`src/rtl/branch_pc_unit.sv`:
```
`default_nettype none
// ============================================================================
// Module : branch_pc_unit
// Desc   : PC register, branch/jump resolution, sticky trap, branch counters.
// Rev    : 1.0  initial release
// ============================================================================
module branch_pc_unit #(
    parameter logic [31:0] RESET_PC = 32'h0000_0000
) (
    input  logic        clk,
    input  logic        rst_n,
    input  logic        stall,
    input  logic        is_branch,
    input  logic        is_jal,
    input  logic        is_jalr,
    input  logic [2:0]  funct3,
    input  logic        br_eq,
    input  logic        br_lt,
    input  logic        br_ltu,
    input  logic [31:0] imm,
    input  logic [31:0] rs1_val,
    input  logic        trap_clr,
    output logic [31:0] pc,
    output logic [31:0] pc_plus4,
    output logic        pc_valid,
    output logic [31:0] next_pc,
    output logic        taken,
    output logic        trap,
    output logic [1:0]  trap_cause,
    output logic [31:0] trap_pc,
    output logic [31:0] br_count,
    output logic [31:0] br_taken_count
);

    typedef enum logic [1:0] {
        ST_BOOT = 2'd0,
        ST_RUN  = 2'd1,
        ST_HALT = 2'd2
    } state_t;

    localparam logic [1:0] C_CAUSE_MISALIGN = 2'b01;
    localparam logic [1:0] C_CAUSE_ILLEGAL  = 2'b10;

    state_t      r_state;
    state_t      w_state_nxt;
    logic [31:0] r_pc;
    logic [31:0] r_trap_pc;
    logic [31:0] r_br_count;
    logic [31:0] r_br_taken_count;
    logic        r_trap;
    logic [1:0]  r_trap_cause;

    logic [31:0] w_pc_plus4;
    logic [31:0] w_pc_target;
    logic [31:0] w_jalr_target;
    logic [31:0] w_next_pc;
    logic        w_taken;
    logic        w_fault;
    logic [1:0]  w_fault_cause;
    logic        w_br_cond;
    logic        w_br_legal;
    logic        w_br_exec;

    assign w_pc_plus4    = r_pc + 32'd4;
    assign w_pc_target   = r_pc + imm;
    assign w_jalr_target = (rs1_val + imm) & ~32'h0000_0001;

    // Flags come from rs1-rs2, so the inverted conditions are plain negations
    always_comb begin
        w_br_cond  = 1'b0;
        w_br_legal = 1'b1;
        case (funct3)
            3'b000:  w_br_cond = br_eq;
            3'b001:  w_br_cond = ~br_eq;
            3'b100:  w_br_cond = br_lt;
            3'b101:  w_br_cond = ~br_lt;
            3'b110:  w_br_cond = br_ltu;
            3'b111:  w_br_cond = ~br_ltu;
            default: w_br_legal = 1'b0;
        endcase
    end

    always_comb begin
        w_state_nxt   = r_state;
        w_next_pc     = r_pc;
        w_taken       = 1'b0;
        w_fault       = 1'b0;
        w_fault_cause = 2'b00;
        w_br_exec     = 1'b0;
        case (r_state)
            ST_BOOT: begin
                w_next_pc   = RESET_PC;
                w_state_nxt = ST_RUN;
            end
            ST_RUN: begin
                if (!stall) begin
                    if (is_jalr) begin
                        if (w_jalr_target[1]) begin
                            w_fault       = 1'b1;
                            w_fault_cause = C_CAUSE_MISALIGN;
                        end else begin
                            w_taken   = 1'b1;
                            w_next_pc = w_jalr_target;
                        end
                    end else if (is_jal) begin
                        if (w_pc_target[1:0] != 2'b00) begin
                            w_fault       = 1'b1;
                            w_fault_cause = C_CAUSE_MISALIGN;
                        end else begin
                            w_taken   = 1'b1;
                            w_next_pc = w_pc_target;
                        end
                    end else if (is_branch) begin
                        if (!w_br_legal) begin
                            w_fault       = 1'b1;
                            w_fault_cause = C_CAUSE_ILLEGAL;
                        end else if (w_br_cond && (w_pc_target[1:0] != 2'b00)) begin
                            w_fault       = 1'b1;
                            w_fault_cause = C_CAUSE_MISALIGN;
                        end else begin
                            w_br_exec = 1'b1;
                            if (w_br_cond) begin
                                w_taken   = 1'b1;
                                w_next_pc = w_pc_target;
                            end else begin
                                w_next_pc = w_pc_plus4;
                            end
                        end
                    end else begin
                        w_next_pc = w_pc_plus4;
                    end
                    if (w_fault) begin
                        w_state_nxt = ST_HALT;
                    end
                end
            end
            ST_HALT: begin
                if (trap_clr) begin
                    w_next_pc   = RESET_PC;
                    w_state_nxt = ST_BOOT;
                end
            end
            default: begin
                w_next_pc   = RESET_PC;
                w_state_nxt = ST_BOOT;
            end
        endcase
    end

    always_ff @(posedge clk or negedge rst_n) begin
        if (!rst_n) begin
            r_state          <= ST_BOOT;
            r_pc             <= RESET_PC;
            r_trap           <= 1'b0;
            r_trap_cause     <= 2'b00;
            r_trap_pc        <= 32'd0;
            r_br_count       <= 32'd0;
            r_br_taken_count <= 32'd0;
        end else begin
            r_state <= w_state_nxt;
            r_pc    <= w_next_pc;
            // Faulting PC and counters survive trap_clr for post-mortem inspection
            if (w_fault) begin
                r_trap       <= 1'b1;
                r_trap_cause <= w_fault_cause;
                r_trap_pc    <= r_pc;
            end else if ((r_state == ST_HALT) && trap_clr) begin
                r_trap       <= 1'b0;
                r_trap_cause <= 2'b00;
            end
            if (w_br_exec) begin
                r_br_count <= r_br_count + 32'd1;
                if (w_taken) begin
                    r_br_taken_count <= r_br_taken_count + 32'd1;
                end
            end
        end
    end

    assign pc             = r_pc;
    assign pc_plus4       = w_pc_plus4;
    assign pc_valid       = (r_state == ST_RUN);
    assign next_pc        = w_next_pc;
    assign taken          = w_taken;
    assign trap           = r_trap;
    assign trap_cause     = r_trap_cause;
    assign trap_pc        = r_trap_pc;
    assign br_count       = r_br_count;
    assign br_taken_count = r_br_taken_count;

endmodule
`default_nettype wire

```
`config.mk`:
```
export PLATFORM = sky130hd
export DESIGN_NAME = branch_pc_unit
export DESIGN_NICKNAME = d
export VERILOG_FILES = /design/src/rtl/branch_pc_unit.sv
export SDC_FILE = /design/constraint.sdc
export NUM_CORES = 1
export LEC_CHECK = 0
export ABC_AREA = 1
export CAP_MARGIN = 20
export CORE_UTILIZATION = 55
export DETAILED_ROUTE_END_ITERATION = 8
export GPL_ROUTABILITY_DRIVEN = 0
export PLACE_DENSITY = 0.93
export SKIP_LAST_GASP = 1
export SLEW_MARGIN = 15
export SYNTH_ARGS = -nofsm -noshare
export SYNTH_HDL_FRONTEND = slang
export SYNTH_SLANG_ARGS = --single-unit
```
`constraint.sdc`:
```
create_clock -name clk -period 6.3 [get_ports clk]
set_input_delay 0.63 -clock clk [delete_from_list [all_inputs] [get_ports clk]]
set_output_delay 0.63 -clock clk [all_outputs]
set_load 0.1 [all_outputs]
```
### Word-level counts from Yosys, hierarchy flattened

Index checks and enable logic that the tools add are counted.

| cells by class | value |
|---|---|
| $add $sub $neg | 5 |
| equality and inequality tests | 10 |
| multiplexer cells | 58 |
| bitwise operators | 3 |
| reduce and logical (&&, ||, !) cells | 9 |

Operators with widths:

| cell | count |
|---|---|
| 32-bit two-way mux | 10 |
| 32-bit by 1-bit adder with 32-bit output, second input constant | 2 |
| 32-bit adder | 2 |
| 32-bit case mux with 2 select lines | 1 |
| 1-bit two-way mux | 34 |
| 32-bit by 3-bit adder with 32-bit output, second input constant | 1 |
| 2-bit two-way mux | 11 |
| 3-bit == test, second input constant | 4 |
| 1-bit case mux with 6 select lines | 1 |
| 2-bit case mux with 3 select lines | 1 |
| 6-bit OR reduction | 1 |
| 2-bit inequality test, second input constant | 2 |
| 2-bit nonzero test | 2 |
| 3-bit by 1-bit == test with 1-bit output, second input constant | 1 |
| 3-bit zero test | 1 |
| 1-bit NOT | 3 |
| 3-bit AND reduction | 1 |
| 2-bit by 1-bit == test with 1-bit output, second input constant | 1 |
| 2-bit == test, second input constant | 1 |
| 1-bit logical AND | 2 |
| 2-bit zero test | 1 |
| 2-bit by 1-bit inequality test with 1-bit output, second input constant | 1 |
| 2-bit AND reduction | 1 |

| word-level totals | value |
|---|---|
| bits in registers | 133 |
| input port bits | 77 |
| output and inout port bits | 197 |
| logic and storage cells | 92 |

### Longest topological paths before layout

| logic depth | value |
|---|---|
| depth in word-level cells | 13 |
| gate-level depth with buffers | 22 |

### Worst setup path before layout

Ideal clock, no wire load.

| path | value |
|---|---|
| kind | reg-to-output |
| start | register r_pc[2], in the netlist pc[2] |
| end | output port next_pc[15] |
| arrival | 6.029 ns |
| required time | 5.670 ns |
| path slack | -0.359 ns |
| stages on the path, launching flop included | 12 |
| path buffers | 0 |
| path through | dfrtp_1 -> inv_1 -> nor3_4 -> nand3_1 -> nor2_1 -> xor2_1 -> o22ai_1 -> nand2_1 -> o311ai_0 -> nand2_1 -> nand2_1 -> a21oi_1 |

| between the ends | value |
|---|---|
| word-level cells in the longest chain between the ends | 9 |
| elaborated cells on any way between the ends | 11 |
| those cells by class | add/sub: 2; mux: 9 |

RTL lines:

| item | line | source |
|---|---|---|
| start, declared | 46 | `logic [31:0] r_pc;` |
| start signal, assigned | 161 | `r_pc <= w_next_pc;` |
| 32-bit by 3-bit adder with 32-bit output * | 64 | `assign w_pc_plus4 = r_pc + 32'd4;` |
| via pc_plus4[15] | 24 | `output logic [31:0] pc_plus4,` |
| 32-bit two-way mux | 122 | `if (w_br_cond) begin` |
| 32-bit two-way mux | 117 | `end else if (w_br_cond && (w_pc_target[1:0] != 2'b00)) begin` |
| 32-bit two-way mux | 114 | `if (!w_br_legal) begin` |
| 32-bit two-way mux * | 113 | `end else if (is_branch) begin` |
| 32-bit two-way mux * | 105 | `end else if (is_jal) begin` |
| 32-bit two-way mux * | 97 | `if (is_jalr) begin` |
| 32-bit two-way mux * | 96 | `if (!stall) begin` |
| 32-bit case mux with 2 select lines * | 90 | `case (r_state)` |
| end, declared | 26 | `output logic [31:0] next_pc,` |

The timed path passes the listed nets; every way through them passes the cells marked *.

### Worst setup path after layout

| path | value |
|---|---|
| start | input port imm[1] |
| end | output port next_pc[17] |

| between the ends | value |
|---|---|
| word-level cells in the longest chain between the ends | 10 |
| elaborated cells on any way between the ends | 14 |
| those cells by class | add/sub: 2; mux: 10; reduce/logical: 2 |

RTL lines:

| item | line | source |
|---|---|---|
| start, declared | 20 | `input logic [31:0] imm,` |
| 32-bit adder | 65 | `assign w_pc_target = r_pc + imm;` |
| 2-bit nonzero test | 106, 117 |  |
| 1-bit logical AND | 117 |  |
| 32-bit two-way mux | 117 |  |
| 32-bit two-way mux | 114 |  |
| 32-bit two-way mux | 113 |  |
| 32-bit two-way mux | 105 |  |
| 32-bit two-way mux * | 97 |  |
| 32-bit two-way mux * | 96 |  |
| 32-bit case mux with 2 select lines * | 90 |  |

Mark *: on every way between the ends. The rest lies on a longest branch, timed or not.

==> metrics.md <==
| Metric | Value |
|---|---|
| Outcome | `complete, but fails checks` |
| Violations in the final reports | `DRC` |
| Max cap viols | `0` |
| Worst vdd ir | `0.324 mV` |
| Number of DRC markers in iteration 0 | `2660` |
| Syn Area/Cell | `6.38 um2` |
| Global route overflow | `0` |
| DP Worst Slack | `0.988 ns` |
| Worst reg2reg path endpoint | `br_taken_count[28]` |
| Power, Total | `6200 uW` |
| R2R Setup Slk | `1.81 ns` |
| Worst skew pair latency | `0.43 ns` |
| Setup ws final | `0.812 ns` |
| Top cell family by delay on the critical path | `buffers and inverters` |
| Min Tclk post-route | `5.49 ns` |
| Ant. Diodes | `0` |
| First-pass GRT wire length | `76.2 mm` |
| Ys async rst share | `1.00` |
| Comb power frac | `0.631` |
| CTS tree | `done` |
| Largest net degree at the start of global routing | `85` |
| Cell mode on critical path | `nand2_1` |
| Die Ht | `154 um` |
| GRT Util Overall | `0.411` |
| Vias per inst | `6.12` |
| Buf+Inv Stages, Crit Path | `7` |
| Reg clk slew, reported paths | `0.08 ns` |
| Most used DFF post-synth | `dfrtp_1` |
| Switching power | `3690 uW` |
| Seq cells post-synth | `133` |
| Synth warn | `0` |
| Power per standard cell area | `382 mW/mm2` |
| CP cell instances | `clkdlybuf4s50_1, inv_1, fa_1, inv_1, nor2_4, nor2_1, buf_4, inv_1, o21ai_0, inv_1, nand2_1, nand2_1, nand2_1, nand2_1, nand2_1, a21oi_1, clkdlybuf4s50_1` |
| Routed vias | `15600` |
| Full die area | `0.0237 mm2` |
| Post-Syn Instances | `1987` |
| Io pins | `274` |
| Post-CTS Resized | `0` |
| EDFF count, synth | `0` |
| Critical path fanouts, max | `15` |
| Clk pwr share | `0.170` |
| Initial Util | `0.560` |
| Longest Clk Path Bufs | `2` |
| Final Hold Violating Endpoints | `0` |
| Input/output buffers | `273` |
| Endpoints failing setup | `0` |
| Cts bufs inserted | `17` |
| Layout overhead on the synthesized area | `28.2%` |
| Slew Limit Fails | `0` |
| Cell variety after synth | `55` |
| RSZ-0062 raised after global routing | `no` |
| Startpoint Class | `input port` |
| ANT nets after route | `0` |
| Fmax | `182 MHz` |
| HPWL Detailed | `36.4 mm` |
| Highest-delay cell along the critical path | `clkdlybuf4s50_1` |
| WP data arrival | `4.86 ns` |
| Skew final | `0.0207 ns` |
| Slew margin rel. | `0.259` |
| Measured slew at the worst slew-check pin | `1.11 ns` |
| Initial antenna violation count | `0` |
| CP Data Required Time | `5.67 ns` |
| Hold buffer count at CTS | `0` |
| Internal power | `2510 uW` |
| Residual DRC | `6` |
| Leading cell types in the layout, fill and taps excluded | `604 x nand2_1, 254 x inv_1, 247 x clkdlybuf4s50_1, 153 x a21oi_1, 149 x nor2_1` |
| # rows | `55` |
| CTS root buf | `clkbuf_16` |
| Commonest non-fill, non-tap cell in the layout | `nand2_1` |
| Worst min-delay path class | `in2async` |
| WL final | `48.3 mm` |
| WL/cell | `19.0 um` |
| Reg2reg start | `pc[0]` |
| Critical path origin | `imm[1]` |
| Die W | `154 um` |
| Final #Nets | `2391` |
| Syn nets | `2133` |
| Crit. End Element | `primary output` |
| Area of the mapped netlist | `0.0127 mm2` |
| Seq pwr share | `0.199` |
| Largest area contributor in the netlist | `dfrtp_1` |
| H-Tree Depth | `4` |
| Layout cell share with drive strength beyond 1 | `0.0607` |
| Pleak | `0.00789 uW` |
| Top cell type's share of synthesized area | `0.263` |
| First-pass iteration count of the detailed router | `9` |
| Clock Sinks | `133` |
| Post-route clock period utilization | `0.871` |
| Post-layout util | `0.717` |
| Setup TNS | `0 ns` |
| Vias in the first global route | `14600` |
| Critical path class | `in2out` |
| Switching Share | `0.595` |
| Reg2reg path depth | `15` |
| Sequential share of the synthesized area | `0.263` |
| Largest cells by area after synthesis | `dfrtp_1 26%, nand2_1 18%, inv_1 7.5%, ha_1 6.6%, a21oi_1 6.1%` |
| CORE AREA | `0.0226 mm2` |
| Crit path largest cell delay | `1.22 ns` |
| Post-CTS Setup Bufs | `0` |
through the flow:
step	cell area, um2	std cells	hold WS (ns)
floorplan	12700	1987	0.334
global placement	15600	2510	0.464
detailed placement	15600	2510	0.475
CTS	16200	2541	0.167
global route	16200	2542	0.192
finish	16200	2542	0.161
power groups by stage:
| stage | registers (uW) | clock network (uW) | logic, uW |
|---|---|---|---|
| finish | 1240 | 1050 | 3910 |
| global route | 1250 | 1090 | 4070 |
| CTS | 1210 | 1050 | 3800 |
| detailed placement | 1230 | 0 | 3780 |
| global placement | 1220 | 0 | 3740 |
| floorplan | 2190 | 0 | 1820 |
routing by layer:
metal  part of all wire  GRT usage
met4              0.076      0.247
met5                  0          0
met1               0.36      0.516
met3               0.15      0.146
met2               0.41      0.604
worst max path at each step:
| stage | to | cells past startpoint | slack (ns) |
|---|---|---|---|
| 3_5_place_dp | next_pc[14] | 17 | 0.99 |
| 5_1_grt | next_pc[17] | 17 | 0.62 |
| 2_1_floorplan | next_pc[15] | 11 | 0.16 |
| 4_1_cts | next_pc[14] | 17 | 0.98 |
| 3_3_place_gp | next_pc[14] | 17 | 1.08 |
| 6_report | next_pc[17] | 17 | 0.81 |
logic make-up after synthesis:
logic type / Yosys count / share of synthesized area
XOR/XNOR: 105 / 0.0726
flip-flops: 133 / 0.263
multiplexers: 2 / 0.00178
adder cells (fa/ha/maj): 69 / 0.0693
buffers and inverters: 314 / 0.0960
AO/OA/AOI/OAI: 359 / 0.153
AND/OR/NAND/NOR: 1005 / 0.345
Yosys cell counts (3+ instances only):
cell type	instances
nand2_1	604
inv_1	254
a21oi_1	154
nor2_1	149
o21ai_0	137
dfrtp_1	133
nand3_1	101
xor2_1	85
ha_1	67
nor3_1	45
nand4_1	32
clkbuf_1	30
o22ai_1	20
xnor2_1	20
nor4_1	17
buf_2	11
inv_2	10
nor2_2	9
o211ai_1	9
nand2_2	7
nor2_4	7
or2_2	6
a21o_1	5
nand3_2	5
nor3_2	5
o21bai_1	5
a22oi_1	4
a31oi_1	4
buf_4	4
nand3b_1	4
o21a_1	4
o21ai_1	4
a21boi_0	3
nand2_4	3
o31ai_1	3
cell type report:
class / count / area [um2]
Tap cell: 285 / 357
Fill cell: 1797 / 6400
Clock inverter: 13 / 174
Timing Repair Buffer: 287 / 2800
Sequential cell: 133 / 3330
Multi-Input combinational cell: 1540 / 8150
Clock buffer: 18 / 439
Inverter: 266 / 998
registers in the layout, summed over array words and instances (netlist names):
name,cells
trap_cause,2
r_state,2
trap,1
br_taken_count,32
trap_pc,32
br_count,32
pc,32
Power figures use the tool's default switching activity.
